### src/rtl/serial_adder_ctrl_pkg.sv
// Shared encodings for the bit-serial add/subtract sequencer and the ALU decoder.
// Also holds the overflow rule used on the final bit.
package serial_adder_ctrl_pkg;

    localparam logic [1:0] ST_IDLE = 2'd0;
    localparam logic [1:0] ST_RUN  = 2'd1;
    localparam logic [1:0] ST_DONE = 2'd2;

    localparam logic OP_ADD = 1'b0;
    localparam logic OP_SUB = 1'b1;

    // Signed overflow: the carry into the MSB disagrees with the carry out of it.
    function automatic logic ovf_flag(input logic carry_into_msb, input logic carry_out_msb);
        return carry_into_msb ^ carry_out_msb;
    endfunction

endpackage

### src/rtl/full_adder.sv
// One-bit full adder built from two half adders; the only adder cell in the sequencer.
module full_adder (
    input  logic a,
    input  logic b,
    input  logic c_in,
    output logic sum,
    output logic c_out
);

    logic ha0_sum;
    logic ha0_carry;
    logic ha1_carry;

    half_adder u_ha0 (
        .a     (a),
        .b     (b),
        .sum   (ha0_sum),
        .c_out (ha0_carry)
    );

    half_adder u_ha1 (
        .a     (ha0_sum),
        .b     (c_in),
        .sum   (sum),
        .c_out (ha1_carry)
    );

    assign c_out = ha0_carry | ha1_carry;

endmodule

### src/rtl/half_adder.sv
// One-bit half adder, the leaf cell of the serial full adder.
module half_adder (
    input  logic a,
    input  logic b,
    output logic sum,
    output logic c_out
);

    assign sum   = a ^ b;
    assign c_out = a & b;

endmodule

### src/rtl/serial_adder_ctrl.sv
// Bit-serial add/subtract sequencer: one full adder is reused over WIDTH cycles,
// with the result shifted in from the MSB and published when done pulses.
module serial_adder_ctrl
    import serial_adder_ctrl_pkg::*;
#(
    parameter int WIDTH = 8
) (
    input  logic             clk,
    input  logic             rst_n,
    input  logic             start,
    input  logic             op_sub,
    input  logic [WIDTH-1:0] a,
    input  logic [WIDTH-1:0] b,
    input  logic             c_in,
    output logic             busy,
    output logic             done,
    output logic [WIDTH-1:0] sum,
    output logic             c_out,
    output logic             ovf
);

    localparam int               CNT_W    = $clog2(WIDTH);
    localparam logic [CNT_W-1:0] CNT_LAST = CNT_W'(WIDTH - 1);

    logic [1:0]       state_q, state_d;
    logic [WIDTH-1:0] a_sh_q, a_sh_d;
    logic [WIDTH-1:0] b_sh_q, b_sh_d;
    logic [WIDTH-1:0] res_q, res_d;
    logic [WIDTH-1:0] sum_q, sum_d;
    logic [CNT_W-1:0] cnt_q, cnt_d;
    logic             carry_q, carry_d;
    logic             c_out_q, c_out_d;
    logic             ovf_q, ovf_d;
    logic             busy_q, busy_d;
    logic             done_q, done_d;

    logic             fa_sum;
    logic             fa_cout;

    full_adder u_fa (
        .a     (a_sh_q[0]),
        .b     (b_sh_q[0]),
        .c_in  (carry_q),
        .sum   (fa_sum),
        .c_out (fa_cout)
    );

    always_comb begin
        state_d = state_q;
        a_sh_d  = a_sh_q;
        b_sh_d  = b_sh_q;
        res_d   = res_q;
        sum_d   = sum_q;
        cnt_d   = cnt_q;
        carry_d = carry_q;
        c_out_d = c_out_q;
        ovf_d   = ovf_q;

        case (state_q)
            ST_IDLE: begin
                // Subtract is a + ~b + 1: invert b and preset the carry.
                if (start) begin
                    state_d = ST_RUN;
                    a_sh_d  = a;
                    b_sh_d  = (op_sub == OP_SUB) ? ~b : b;
                    carry_d = (op_sub == OP_SUB) ? 1'b1 : c_in;
                    cnt_d   = '0;
                    res_d   = '0;
                end
            end
            ST_RUN: begin
                res_d   = {fa_sum, res_q[WIDTH-1:1]};
                carry_d = fa_cout;
                a_sh_d  = a_sh_q >> 1;
                b_sh_d  = b_sh_q >> 1;
                cnt_d   = cnt_q + 1'b1;
                // On the MSB, carry_q is still the carry into that bit.
                if (cnt_q == CNT_LAST) begin
                    state_d = ST_DONE;
                    sum_d   = {fa_sum, res_q[WIDTH-1:1]};
                    c_out_d = fa_cout;
                    ovf_d   = ovf_flag(carry_q, fa_cout);
                end
            end
            ST_DONE: begin
                state_d = ST_IDLE;
            end
            default: begin
                state_d = ST_IDLE;
            end
        endcase

        busy_d = (state_d == ST_RUN) || (state_d == ST_DONE);
        done_d = (state_d == ST_DONE);
    end

    always_ff @(posedge clk or negedge rst_n) begin
        if (!rst_n) begin
            state_q <= ST_IDLE;
            a_sh_q  <= '0;
            b_sh_q  <= '0;
            res_q   <= '0;
            sum_q   <= '0;
            cnt_q   <= '0;
            carry_q <= 1'b0;
            c_out_q <= 1'b0;
            ovf_q   <= 1'b0;
            busy_q  <= 1'b0;
            done_q  <= 1'b0;
        end else begin
            state_q <= state_d;
            a_sh_q  <= a_sh_d;
            b_sh_q  <= b_sh_d;
            res_q   <= res_d;
            sum_q   <= sum_d;
            cnt_q   <= cnt_d;
            carry_q <= carry_d;
            c_out_q <= c_out_d;
            ovf_q   <= ovf_d;
            busy_q  <= busy_d;
            done_q  <= done_d;
        end
    end

    assign busy  = busy_q;
    assign done  = done_q;
    assign sum   = sum_q;
    assign c_out = c_out_q;
    assign ovf   = ovf_q;

endmodule

### config.mk
export PLATFORM = sky130hd
export DESIGN_NAME = serial_adder_ctrl
export DESIGN_NICKNAME = d
export VERILOG_FILES = /design/src/rtl/serial_adder_ctrl_pkg.sv /design/src/rtl/full_adder.sv /design/src/rtl/half_adder.sv /design/src/rtl/serial_adder_ctrl.sv
export SDC_FILE = /design/constraint.sdc
export NUM_CORES = 1
export LEC_CHECK = 0
export BUFFER_PORTS_ARGS = -buffer_cell sky130_fd_sc_hd__buf_2
export CAP_MARGIN = 20
export CELL_PAD_IN_SITES_DETAIL_PLACEMENT = 1
export CELL_PAD_IN_SITES_GLOBAL_PLACEMENT = 1
export CORE_AREA = 2 2 66 68
export DETAILED_ROUTE_END_ITERATION = 8
export DIE_AREA = 0 0 68 70
export GPL_ROUTABILITY_DRIVEN = 0
export HOLD_SLACK_MARGIN = 0.12
export PLACE_DENSITY_LB_ADDON = 0.1
export SLEW_MARGIN = 15
export SYNTH_ARGS = -nofsm -noshare
export SYNTH_HDL_FRONTEND = slang
export SYNTH_HIERARCHICAL = 1
export SYNTH_SLANG_ARGS = --single-unit
### constraint.sdc
create_clock -name clk -period 4.2 [get_ports clk]
set_clock_uncertainty 0.05 [all_clocks]
set_input_delay 0.84 -clock clk [delete_from_list [all_inputs] [get_ports clk]]
set_output_delay 0.84 -clock clk [all_outputs]
set_load 0.01 [all_outputs]
# After elaboration in Yosys (flattened, before gate mapping)
# Index checks and enable logic that the tools add are counted.
# classes
add_sub_neg	1
bitwise_logic	7
n_reduce_logical	5
n_eq_ne	5
muxes	15
# op_table
cell	count
8-bit one-hot mux with 2 select lines	3
8-bit 2-to-1 mux	4
8-bit inverter	1
3-bit one-hot mux with 2 select lines	1
2-bit by 1-bit == test with 1-bit output (second input constant)	2
2-bit 2-to-1 mux	2
2-bit one-hot mux with 2 select lines	1
2-bit AND reduction	2
3-bit by 1-bit adder with 3-bit output (second input constant)	1
3-bit == test (second input constant)	1
3-bit 2-to-1 mux	1
1-bit XOR	3
1-bit AND	2
2-bit == test (second input constant)	1
2-bit zero test	1
1-bit 2-to-1 mux	2
2-bit != test (second input constant)	1
1-bit one-hot mux with 2 select lines	1
2-bit nonzero test	1
1-bit logical OR	1
1-bit OR	1
# word_totals
register_bits	42
output_inout_bits	12
wordCells	44

# Logic depth before layout (Yosys ltp)
# Gate-level depths: netlist (run 1).
# logic_depth
depth_word	5
ltp_mapped	7
mapped_depth_nobuf	7

# Modules after synthesis
# Netlist (run 1), hierarchy kept.
# modules_own_cells
mod	cells_per_inst	n_inst	area_each_um2	seq_area_each_um2
serial_adder_ctrl	145	1	1765.4	1026.0
half_adder	1	2	12.5	0.0
full_adder	1	1	6.3	0.0

# Worst setup path before layout (run 1)
# No wires, ideal clock.
# synth_timing
path_kind	input to register
start	in start
end	reg busy_q, in the netlist busy
path_slack_ns	2.360
n_path_buf	1
t_arrival_ns	1.677
setup_ns	0.113
cell_stages	6
path_cell_list	buf_4 -> or2b_1 -> a21oi_1 -> inv_1 -> ha_1 -> inv_1
# synth_between
elab_chain_cells	4
# synth_lines
item	line	rtl
from (decl)	serial_adder_ctrl.sv:10	input logic start,
2-bit 2-to-1 mux (*)	serial_adder_ctrl.sv:62	if (start) begin
2-bit one-hot mux with 2 select lines (*)	serial_adder_ctrl.sv:59	case (state_q)
net state_d[0]	serial_adder_ctrl.sv:25	logic [1:0] state_q, state_d;
2-bit by 1-bit == test with 1-bit output / 2-bit == test (equally long branches)	serial_adder_ctrl.sv:93	busy_d = (state_d == ST_RUN) || (state_d == ST_DONE);
1-bit logical OR (*)	serial_adder_ctrl.sv:93	
net busy_d	serial_adder_ctrl.sv:34	logic busy_q, busy_d;
to (signal assigned)	serial_adder_ctrl.sv:120	busy_q <= busy_d;
to (decl)	serial_adder_ctrl.sv:34	
# Mark *: on every way through the listed nets, which the timed path passes. The rest lies on a longest branch.
# A chain may end at the register's enable or synchronous reset.

# Final worst setup path (run 1)
# layout_timing
start	in start
end	reg cnt_q[0]
# layout_between
elab_chain_cells	2
# layout_lines
item	line	rtl
2-bit != test (no line)	n/a	
2-bit AND reduction (no line)	n/a	
to (signal assigned)	serial_adder_ctrl.sv:116	cnt_q <= cnt_d;
to (decl)	serial_adder_ctrl.sv:30	logic [CNT_W-1:0] cnt_q, cnt_d;
# No other way between the ends.

==> results of run 1 <==
cell type report:
class                   instances  area [um2]  share of cell area
well taps                      52        65.1              0.0318
clock buffers                   6        82.6              0.0403
multi-input cells              91         684               0.334
flip-flops and latches         41        1030               0.501
inverters                       4        15.0             0.00733
clock inverters                 1        7.51             0.00367
repair buffers                 33         168              0.0819
state kept, by name, indices dropped and copies added (netlist names):
name,cells
a_sh_q,8
cnt_q,3
carry_q,1
ovf,1
busy,1
state_q,2
done,1
sum,8
res_q,7
b_sh_q,8
c_out,1
cells in the final DEF, fill, tap and decap left out:
master / instances
sky130_fd_sc_hd__a21oi_1: 1
sky130_fd_sc_hd__a22oi_1: 7
sky130_fd_sc_hd__nand3b_1: 1
sky130_fd_sc_hd__a31oi_1: 1
sky130_fd_sc_hd__mux2_2: 10
sky130_fd_sc_hd__ha_1: 5
sky130_fd_sc_hd__inv_1: 4
sky130_fd_sc_hd__nor2b_1: 2
sky130_fd_sc_hd__dfrtp_1: 41
sky130_fd_sc_hd__xnor2_1: 8
sky130_fd_sc_hd__nand2b_1: 1
sky130_fd_sc_hd__clkbuf_8: 6
sky130_fd_sc_hd__a221o_1: 3
sky130_fd_sc_hd__o21bai_2: 1
sky130_fd_sc_hd__or3b_1: 1
sky130_fd_sc_hd__nand3_1: 1
sky130_fd_sc_hd__nand2_1: 10
sky130_fd_sc_hd__a221o_2: 4
sky130_fd_sc_hd__or2_1: 1
sky130_fd_sc_hd__buf_2: 32
sky130_fd_sc_hd__nor2_1: 9
sky130_fd_sc_hd__xor2_1: 1
sky130_fd_sc_hd__and2b_1: 1
sky130_fd_sc_hd__a2bb2oi_1: 1
sky130_fd_sc_hd__a22o_1: 9
sky130_fd_sc_hd__clkinvlp_4: 1
sky130_fd_sc_hd__or2b_1: 1
sky130_fd_sc_hd__buf_4: 1
sky130_fd_sc_hd__o21ai_0: 12
metal layers:
layer	up-vias	global-route usage	wire length, um
met1	632	0.209	1630
met4	0	0.0533	30
li1	578	-	-
met5	-	0	0
met3	4	0.0531	158
met2	32	0.252	1620
cells by family (layout without fill, tap and decap cells):
kind of cell,Yosys count,after routing,share of synthesized area
flip-flops,41,41,0.571
AO/OA/AOI/OAI,39,39,0.166
AND/OR/NAND/NOR,28,28,0.0738
buffers and inverters,16,44,0.0480
multiplexers,10,10,0.0627
XOR/XNOR,9,9,0.0439
adder cells (fa/ha/maj),5,5,0.0348
power breakdown:
group / internal (W) / total [W] / switching, W
combinational: 0.000237 / 0.000458 / 0.000221
clock: 0.000130 / 0.000261 / 0.000131
sequential: 0.000552 / 0.000665 / 0.000114
total: 0.000919 / 0.00138 / 0.000466
worst max path at each step:
| stage | endpoint | depth (start not counted) | slack, ns |
|---|---|---|---|
| floorplan | busy | 6 | 2.36 |
| global placement | cnt_q[0] | 3 | 2.02 |
| detailed placement | cnt_q[0] | 3 | 1.96 |
| CTS | cnt_q[0] | 2 | 2.09 |
| global route | busy | 4 | 2.13 |
| finish | cnt_q[0] | 3 | 2.27 |
worst max-delay path: cells and delay by family:
| kind | cells | cell delay, ns |
|---|---|---|
| AOI/OAI and AO/OA | 1 | 0.82 |
| muxes | 1 | 0.31 |
| buffers and inverters | 1 | 0.14 |
through the flow:
stage | instance area [um2] | setup slack [ns] | hold slack (ns) | total power (W) | std cells
after floorplan | 1800 | 2.36 | 0.401 | 0.00100 | 148
after global placement | 1950 | 2.02 | 0.408 | 0.00110 | 220
after detailed placement | 1950 | 1.96 | 0.431 | 0.00113 | 220
after CTS | 2040 | 2.09 | 0.447 | 0.00139 | 227
after global routing | 2050 | 2.13 | 0.484 | 0.00150 | 228
final | 2050 | 2.27 | 0.438 | 0.00138 | 228
==> out/qor.txt, run 1 <==
Run status: finished, final reports clean
Ratio of cells with drive above 1 in the final layout: 0.313
Data required time of the critical path: 4.38 ns
Stage delay of the slowest cell on the critical path: 0.82 ns
Maximum root-to-sink buffer count: 2
Core Box Area: 0.00414 mm2
Worst Hold Endpoint: a_sh_q[3]
Worst Path Arrival: 2.11 ns
Fillcell total: 471
Headroom to the max-slew limit: 0.315
Clock sink count: 41
Final Hold Vio Count: 0
Half-perimeter wire length after detailed placement: 2340 um
Clock transition at the register clock pins on the worst setup and hold paths after CTS: 0.08 ns
Most repeated cell in the gate-level netlist after synthesis: sky130_fd_sc_hd__dfrtp_1
Prevailing post-synth register cell: sky130_fd_sc_hd__dfrtp_1
First-pass iteration count of the detailed router: 4
Final critical-path share of the clock period: 0.460
Number of H-tree levels: 2
Worst min-delay path class: reg2reg
CTS tree: done
Total nets after synthesis: 174
Hold Path Stages: 2
Antenna cells: 0
Pin count of the biggest net entering global routing: 42
Post-CTS Setup Inserts: 0
Number of nets still failing antenna checks after routing: 0
Final layout net count: 202
Path type of the worst setup path: in2reg
Cell Rows: 24
Netlist Area Pre-Place: 0.00180 mm2
Max cap viols: 0
Netlist cell types: 29
Quantity of gates resized following cts: 0
Sum of negative setup slack: 0 ns
Detail-routed via count per cell: 5.46
Cts bufs inserted: 5
Hold_sp: a_sh_q[3]
Largest fanout of any net on the critical path: 25
Cell type with the highest aggregate area in the netlist: sky130_fd_sc_hd__dfrtp_1
Routed wire per std cell: 15.1 um
DRT iter0 DRCs: 55
Slack of the worst reg-to-reg path: 2.30 ns
Number of enable flip-flop cells after synthesis: 0
RSZ-0062 raised after global routing: no
Launch point of the worst reg-to-reg path: state_q[0]
Terminus of the critical flop-to-flop path: cnt_q[0]
Average cell area after synthesis: 12.1 um2
Time the final worst path needs with I/O delays and setup: 1.93 ns
Count of unresolved DRC violations after routing: 0
F_max: 518 MHz
Number of antenna violations at the first check in global routing: 0
Vias in the first global route: 1276
Yosys reg bits: 41
Cell types with the largest area share after synthesis: sky130_fd_sc_hd__dfrtp_1 57%, sky130_fd_sc_hd__mux2_2 6.3%, sky130_fd_sc_hd__a22o_1 4.4%, sky130_fd_sc_hd__xnor2_1 3.9%, sky130_fd_sc_hd__ha_1 3.5%
Insertion delay of the later-clocked pin in the worst-skew pair: 0.29 ns
Total gr overflow: 0
Leakage component of the power: 0.991 nW
Area added between synthesis and finish: 14.0%
Chip Height: 70 um
Area fraction of the dominant cell type after synthesis: 0.571
First element of the critical path: start
Number of buffers added to fix hold violations after cts: 0
Cell breakdown of the critical path: buf_2 > o21bai_2 > mux2_2
Crit path max-delay cell type: sky130_fd_sc_hd__o21bai_2
Detailed-route wire length: 3440 um
Maximum vdd ir drop: 0.000214 V
DR vias: 1246
Global-route wire length before repair: 5780 um
Area of the die: 0.00476 mm2
Number of max-slew violations in the final report: 0
Number of synthesis warnings: 6
Sort of element at the end of the critical path: flop
Global-route total usage across every layer: 0.162
Num ports: 33
Number of buffer cells added on primary ports: 32
Most numerous cell types in the synthesized netlist: 41 x sky130_fd_sc_hd__dfrtp_1, 12 x sky130_fd_sc_hd__o21ai_0, 10 x sky130_fd_sc_hd__mux2_2, 10 x sky130_fd_sc_hd__nand2_1
Initial standard-cell utilization of the core: 0.434
Clock root buffer: sky130_fd_sc_hd__clkbuf_8
Share of the yosys chip area belonging to registers: 0.571
Element type at the critical path start: input pin
Worst Tran Pin Value: 1.03 ns
Setup Viol. Count Final: 0
Die extent in x: 68 um
Fraction of registers with async set or reset after synthesis: 1.00
Core Util, Final: 0.494
Worst Reg-to-Reg Cells: 2
Total power divided by cell area: 676 mW/mm2
Synthesized instance count: 148
No activity file was read; power rests on OpenSTA's default activity.
==> run 2, diff against run 1 <==
--- a/config.mk
+++ b/config.mk
@@ -5,13 +5,14 @@
 export SDC_FILE = /design/constraint.sdc
 export NUM_CORES = 1
 export LEC_CHECK = 0
+export ABC_AREA = 1
 export BUFFER_PORTS_ARGS = -buffer_cell sky130_fd_sc_hd__buf_2
 export CAP_MARGIN = 20
 export CELL_PAD_IN_SITES_DETAIL_PLACEMENT = 1
 export CELL_PAD_IN_SITES_GLOBAL_PLACEMENT = 1
-export CORE_AREA = 2 2 66 68
+export CORE_AREA = 2 2 72 74
 export DETAILED_ROUTE_END_ITERATION = 8
-export DIE_AREA = 0 0 68 70
+export DIE_AREA = 0 0 74 76
 export GPL_ROUTABILITY_DRIVEN = 0
 export HOLD_SLACK_MARGIN = 0.12
 export PLACE_DENSITY_LB_ADDON = 0.1
==> constraint.sdc (replaced) <==
create_clock -name clk -period 1.8 [get_ports clk]
set_clock_uncertainty 0.05 [all_clocks]
set_input_delay 0.36 -clock clk [delete_from_list [all_inputs] [get_ports clk]]
set_output_delay 0.36 -clock clk [all_outputs]
set_load 0.01 [all_outputs]
==> run 2 against run 1 <==
  * Sequential power up 130%
  * Wire length up 24%
  * Sequential share of layout area shrank 5.5 points
  * Final area is 12% higher
  * Sequential cell count unchanged
  * Power rose to 2.7 times the previous value
  * Critical path type is now reg2reg
==> out/qor.txt, run 2 <==
Final critical-path share of the clock period: 0.881
Data required time of the critical path: 1.94 ns (-2.44 ns)
Number of enable flip-flop cells after synthesis: 0 (unchanged)
Sequential share of power: 0.412 (-0.069)
Worst min-delay path class: in2reg
Most numerous cell types in the synthesized netlist: 120 x sky130_fd_sc_hd__nand2_1, 41 x sky130_fd_sc_hd__dfrtp_1, 22 x sky130_fd_sc_hd__inv_1
Quantity of gates resized following cts: 0 (unchanged)
Number of H-tree levels: 2 (unchanged)
Number of nets still failing antenna checks after routing: 0 (unchanged)
Final Hold Vio Count: 0 (unchanged)
Final layout net count: 302 (+50%)
Cell types with the largest area share after synthesis: sky130_fd_sc_hd__dfrtp_1 54%, sky130_fd_sc_hd__nand2_1 24%, sky130_fd_sc_hd__inv_1 4.3%, sky130_fd_sc_hd__nand3_1 4.2%, sky130_fd_sc_hd__o21ai_0 3.7%
Vias in the first global route: 1670 (+31%)
Half-perimeter wire length after detailed placement: 3100 um (+33%)
Worst Reg-to-Reg Cells: 6 (+4)
Time the final worst path needs with I/O delays and setup: 1.59 ns
Cell breakdown of the critical path: ha_1 > ha_1 > o21ai_0 > inv_1 > ha_1 > inv_1
Antenna cells: 0 (unchanged)
Fraction of registers with async set or reset after synthesis: 1.00 (unchanged)
Area of the die: 0.00562 mm2 (+18%)
Chip Height: 76 um (+8.6%)
Die extent in x: 74 um (+8.8%)
Leakage component of the power: 1.31 nW (+32%)
Insertion delay of the later-clocked pin in the worst-skew pair: 0.30 ns (about the same)
Number of antenna violations at the first check in global routing: 0 (unchanged)
Final Instance Count excl. Fillers: 347 (+52%)
Cts bufs inserted: 5 (unchanged)
Stage delay of the slowest cell on the critical path: 0.40 ns (-0.42 ns)
Count of unresolved DRC violations after routing: 0 (unchanged)
Num ports: 33 (unchanged)
Area added between synthesis and finish: 20.9%
F_max: 631 MHz
Clock sink count: 41 (unchanged)
Total power of the final layout: 0.00368 W (+170%)
Crit path max-delay cell type: sky130_fd_sc_hd__dfrtp_1
Logic pwr share: 0.349 (+0.018)
Placement Setup Slack: 0.205 ns (-1.76 ns)
Switching share of power: 0.361 (+0.0244)
Prevailing post-synth register cell: sky130_fd_sc_hd__dfrtp_1
Global-route total usage across every layer: 0.179 (+0.0179)
Launch point of the worst reg-to-reg path: cnt_q[0]
WL met2: 2040 um (+26%)
Clock root buffer: sky130_fd_sc_hd__clkbuf_8
Initial standard-cell utilization of the core: 0.388 (-0.0459)
Number of buffer cells added on primary ports: 32 (unchanged)
Run status: finished, final reports clean
Largest fanout of any net on the critical path: 3 (-88%)
Core Box Area: 0.00491 mm2 (+19%)
Commonest cells after routing, fill and taps aside: 120 x sky130_fd_sc_hd__nand2_1, 41 x sky130_fd_sc_hd__dfrtp_1, 32 x sky130_fd_sc_hd__buf_2
Maximum root-to-sink buffer count: 2 (unchanged)
Ratio of cells with drive above 1 in the final layout: 0.191 (-0.121)
Share of the yosys chip area belonging to registers: 0.539 (-0.0323)
Total instance count after detailed placement: 338 (+54%)
Detailed-route wire length: 4260 um (+24%)
Slack of the critical path: 0.215 ns (-2.05 ns)
Most repeated cell in the gate-level netlist after synthesis: sky130_fd_sc_hd__nand2_1
First element of the critical path: cnt_q[0]
Core Util, Final: 0.469 (-0.0256)
DR vias: 1575 (+26%)
Switching power summed over all nets: 0.00133 W (+190%)
Total internal power: 0.00235 W (+160%)
Global-route wire length before repair: 7800 um (+35%)
Maximum vdd ir drop: 0.000478 V (+120%)
Hold_sp: a[7]
Detail-routed via count per cell: 4.54 (-17%)
Synthesized instance count: 236 (+59%)
Routed metal-1 wire length: 2020 um (+24%)
RSZ-0062 raised after global routing: no
Number of max-slew violations in the final report: 0 (unchanged)
Path type of the worst setup path: reg2reg
Sort of element at the end of the critical path: flop
Area fraction of the dominant cell type after synthesis: 0.539 (-0.0323)
Hold Path Stages: 3 (+1)
Average cell area after synthesis: 8.07 um2 (-34%)
Element type at the critical path start: flop
Cell occurring most often along the worst timing path: sky130_fd_sc_hd__ha_1
CTS tree: done
Power share of the clock group: 0.240 (+0.051)
Total nets after synthesis: 262 (+51%)
Sum of negative setup slack: 0 ns (unchanged)
Max cap viols: 0 (unchanged)
Worst Tran Pin Value: 0.448 ns (-0.579 ns)
Pin count of the biggest net entering global routing: 25 (-40%)
Headroom to the max-slew limit: 0.702 (+0.387)
Cell Rows: 26 (+8.3%)
Routed wire per std cell: 12.3 um (-19%)
Total gr overflow: 0 (unchanged)
Commonest non-fill, non-tap cell in the layout: sky130_fd_sc_hd__nand2_1
Netlist cell types: 16 (-45%)
Detail Route met3 WL: 133 um (-16%)
Number of synthesis warnings: 6 (unchanged)
DRT iter0 DRCs: 50 (-9.1%)
Worst Path Arrival: 1.73 ns (-0.38 ns)
Total power divided by cell area: 1600 mW/mm2 (+140%)
Setup Viol. Count Final: 0 (unchanged)
First-pass iteration count of the detailed router: 4 (unchanged)
Netlist Area Pre-Place: 0.00190 mm2 (+6.0%)
Clock transition at the register clock pins on the worst setup and hold paths after CTS: 0.08 ns (about the same)
Highest metal used: met4
Cell type with the highest aggregate area in the netlist: sky130_fd_sc_hd__dfrtp_1
Yosys reg bits: 41 (unchanged)
## run 2: cell type report
class                      instances  area (um2)
fill                             628        2610
sequential                        41        1030
multi-input combinational        164         729
timing repair buffer              40         235
inverter                          24        90.1
tap                               70        87.6
clock buffer                       5        68.8
clock inverter                     3        65.1
## run 2: per-stage QoR
stage | cell area (um2) | hold slack [ns]
after floorplan | 1900 | 0.0144
after global placement | 2160 | 0.274
after detailed placement | 2160 | 0.280
after CTS | 2300 | 0.201
after global routing | 2300 | 0.228
final | 2300 | 0.207
## run 2: critical path, delay by kind of cell, from the launching register on
kind                       cells  cell delay (ns)
buffers and inverters          2             0.11
DFF                            1             0.40
adders and majority gates      3             0.68
AOI/OAI and AO/OA              1             0.23
## run 2: final timing paths
path / end / slack (ns)
setup / recovery: busy / 0.21
hold / removal: a_sh_q[7] / 0.21
setup reg to reg: busy / 0.21
hold reg to reg: c_out / 0.43
max in group asynchronous: state_q[0] / 0.72
min in group asynchronous: a_sh_q[1] / 0.50
## run 2: routing by layer
metal  track usage  up-vias
li1              -      799
met1         0.237      745
met2         0.287       25
met3        0.0410        6
met4        0.0618        0
met5             0        -
## run 2: repair_timing
item,in CTS,in global routing
setup buffers,0,0
hold buffers,1,0
hold endpoints to repair,17,0
## run 2: logic make-up after synthesis
| logic type | after synthesis | synth area share |
|---|---|---|
| compound gates | 17 | 0.0506 |
| xor+xnor | 2 | 0.00920 |
| fa+ha+maj | 5 | 0.0329 |
| buf+inv | 31 | 0.0782 |
| flops | 41 | 0.539 |
| simple gates | 140 | 0.290 |
## run 2: power by group through the flow
stage               Clock, W  Sequential, W  Combinational (W)
finish              0.000883        0.00152            0.00128
global route        0.000959        0.00157            0.00153
CTS                 0.000918        0.00152            0.00133
detailed placement         0        0.00153            0.00132
global placement           0        0.00152            0.00128
floorplan                  0        0.00154           0.000872
==> run 3, diff against run 2 <==
--- a/config.mk
+++ b/config.mk
@@ -10,9 +10,9 @@
 export CAP_MARGIN = 20
 export CELL_PAD_IN_SITES_DETAIL_PLACEMENT = 1
 export CELL_PAD_IN_SITES_GLOBAL_PLACEMENT = 1
-export CORE_AREA = 2 2 72 74
+export CORE_AREA = 2 2 60 90
 export DETAILED_ROUTE_END_ITERATION = 8
-export DIE_AREA = 0 0 74 76
+export DIE_AREA = 0 0 62 92
 export GPL_ROUTABILITY_DRIVEN = 0
 export HOLD_SLACK_MARGIN = 0.12
 export PLACE_DENSITY_LB_ADDON = 0.1
==> run 3 against run 2 <==
  * First-iteration DRC count down 26%
  * Setup slack improved by 0.018 ns
  * Largest cell class unchanged
  * Sequential power is essentially flat
  * Critical path type unchanged
  * Largest power group unchanged
  * Cell count down 0.58%
  * Die area is 1.4% higher
  * Critical path depth stayed put
==> out/qor.txt, run 3 (synthesis gave the netlist of run 2 again) <==
Quantity of gates resized following cts: 0 (unchanged)
Vias in the first global route: 1584 (-5.1%)
Half-perimeter wire length after detailed placement: 3020 um (-2.8%)
Worst min-delay path class: in2reg
Data required time of the critical path: 1.95 ns (about the same)
Maximum vdd ir drop: 0.000504 V (+5.4%)
Clock sink count: 41 (unchanged)
Number of buffers added to fix hold violations after cts: 1 (unchanged)
CTS tree: done
Initial standard-cell utilization of the core: 0.380 (-0.00717)
Number of nets still failing antenna checks after routing: 0 (unchanged)
DR vias: 1620 (+2.9%)
Die extent in x: 62 um (-16%)
Total power divided by cell area: 1570 mW/mm2 (-1.8%)
Antenna cells: 0 (unchanged)
Area of all sequential standard cells: 0.00103 mm2 (unchanged)
Path type of the worst setup path: reg2reg
Element type at the critical path start: flop
Sum of negative setup slack: 0 ns (unchanged)
Count of unresolved DRC violations after routing: 0 (unchanged)
Maximum root-to-sink buffer count: 2 (unchanged)
Worst Path Arrival: 1.71 ns (-0.02 ns)
Commonest cells after routing, fill and taps aside: 120 x sky130_fd_sc_hd__nand2_1, 41 x sky130_fd_sc_hd__dfrtp_1, 32 x sky130_fd_sc_hd__buf_2
F_max: 638 MHz (+1.2%)
DRT iter0 DRCs: 37 (-26%)
Insertion delay of the later-clocked pin in the worst-skew pair: 0.29 ns (about the same)
Run status: finished, final reports clean
Worst Tran Pin Value: 0.515 ns (+0.0672 ns)
Time the final worst path needs with I/O delays and setup: 1.57 ns (-0.0184 ns)
Setup Viol. Count Final: 0 (unchanged)
First-pass iteration count of the detailed router: 4 (unchanged)
RSZ-0062 raised after global routing: no
Chip Height: 92 um (+21%)
Number of H-tree levels: 2 (unchanged)
Multi-input logic area: 729 um2 (unchanged)
Global-route wire length before repair: 7300 um (-6.4%)
Final critical-path share of the clock period: 0.870 (-0.0102)
Final layout net count: 302 (unchanged)
Core Util, Final: 0.454 (-0.0144)
Ratio of cells with drive above 1 in the final layout: 0.191 (unchanged)
Clock transition at the register clock pins on the worst setup and hold paths after CTS: 0.08 ns (about the same)
Slack of the worst reg-to-reg path: 0.23 ns (+0.02 ns)
Sort of element at the end of the critical path: flop
Largest fanout of any net on the critical path: 3 (unchanged)
Routed wire per std cell: 11.9 um (-3.5%)
Number of max-slew violations in the final report: 0 (unchanged)
Cell Rows: 32 (+23%)
Number of buffer cells added on primary ports: 32 (unchanged)
Fillcell total: 628 (unchanged)
Post-CTS Setup Inserts: 0 (unchanged)
Area added between synthesis and finish: 19.4%
Area of the die: 0.00570 mm2 (+1.4%)
Total gr overflow: 0 (unchanged)
Number of antenna violations at the first check in global routing: 0 (unchanged)
Num ports: 33 (unchanged)
Pin count of the biggest net entering global routing: 42 (+68%)
Core Box Area: 0.00500 mm2 (+1.9%)
Commonest non-fill, non-tap cell in the layout: sky130_fd_sc_hd__nand2_1
Global-route total usage across every layer: 0.170 (-0.00902)
Final Hold Vio Count: 0 (unchanged)
Detailed-route wire length: 4090 um (-4.0%)
Clock root buffer: sky130_fd_sc_hd__clkbuf_8
Leakage component of the power: 1.29 nW (-1.2%)
Max cap viols: 0 (unchanged)
Cts bufs inserted: 5 (unchanged)
Detail-routed via count per cell: 4.70 (+3.5%)
Headroom to the max-slew limit: 0.657 (-0.0448)
run 3: changes by cell type in the layout (fill, tap and decap cells not counted), sizes merged:
cell      previous run  this run
clkbuf               5         6
clkinvlp             0         1
bufinv               2         1
clkinv               1         0
run 3: metal layers:
layer	wire length [um]	GRT usage
met4	71	0.0691
met3	107	0.0381
met1	1740	0.210
met2	2170	0.277
met5	0	0
run 3: critical path, cell delays in order, from the launching register on:
cell,delay (ns)
sky130_fd_sc_hd__dfrtp_1,0.40
sky130_fd_sc_hd__ha_1,0.20
sky130_fd_sc_hd__ha_1,0.19
sky130_fd_sc_hd__o21ai_0,0.24
sky130_fd_sc_hd__inv_1,0.08
sky130_fd_sc_hd__ha_1,0.28
sky130_fd_sc_hd__inv_1,0.03
run 3: worst paths after layout:
| path | from | to | cells after the start |
|---|---|---|---|
| max | cnt_q[0] | busy | 6 |
| min | a[7] | a_sh_q[7] | 3 |
| max reg2reg | cnt_q[0] | busy | 6 |
| min reg2reg | sum[4] | sum[4] | 2 |
| max in group asynchronous | rst_n | b_sh_q[1] | 3 |
| min in group asynchronous | rst_n | c_out | 3 |
run 3: cell type report:
| class | count | area share |
|---|---|---|
| clock buffer | 6 | 0.0363 |
| clock inverter | 2 | 0.0165 |
| inverter | 24 | 0.0396 |
| multi-input combinational | 164 | 0.321 |
| sequential | 41 | 0.451 |
| tap | 68 | 0.0374 |
| timing repair buffer | 40 | 0.0980 |
run 3: power by group:
group	total [W]	internal [W]	switching, W
Clock	0.000778	0.000451	0.000327
Sequential	0.00152	0.00130	0.000214
Combinational	0.00128	0.000499	0.000779
Total	0.00357	0.00225	0.00132
run 3: through the flow:
step / setup WS, ns / cells / hold slack [ns] / total power [W] / area [um2]
finish: 0.233 / 345 / 0.212 / 0.00357 / 2270
global route: 0.124 / 345 / 0.213 / 0.00395 / 2270
CTS: 0.229 / 345 / 0.208 / 0.00366 / 2270
detailed placement: 0.240 / 336 / 0.415 / 0.00286 / 2140
global placement: 0.303 / 336 / 0.408 / 0.00280 / 2140
floorplan: 0.346 / 236 / 0.0144 / 0.00241 / 1900
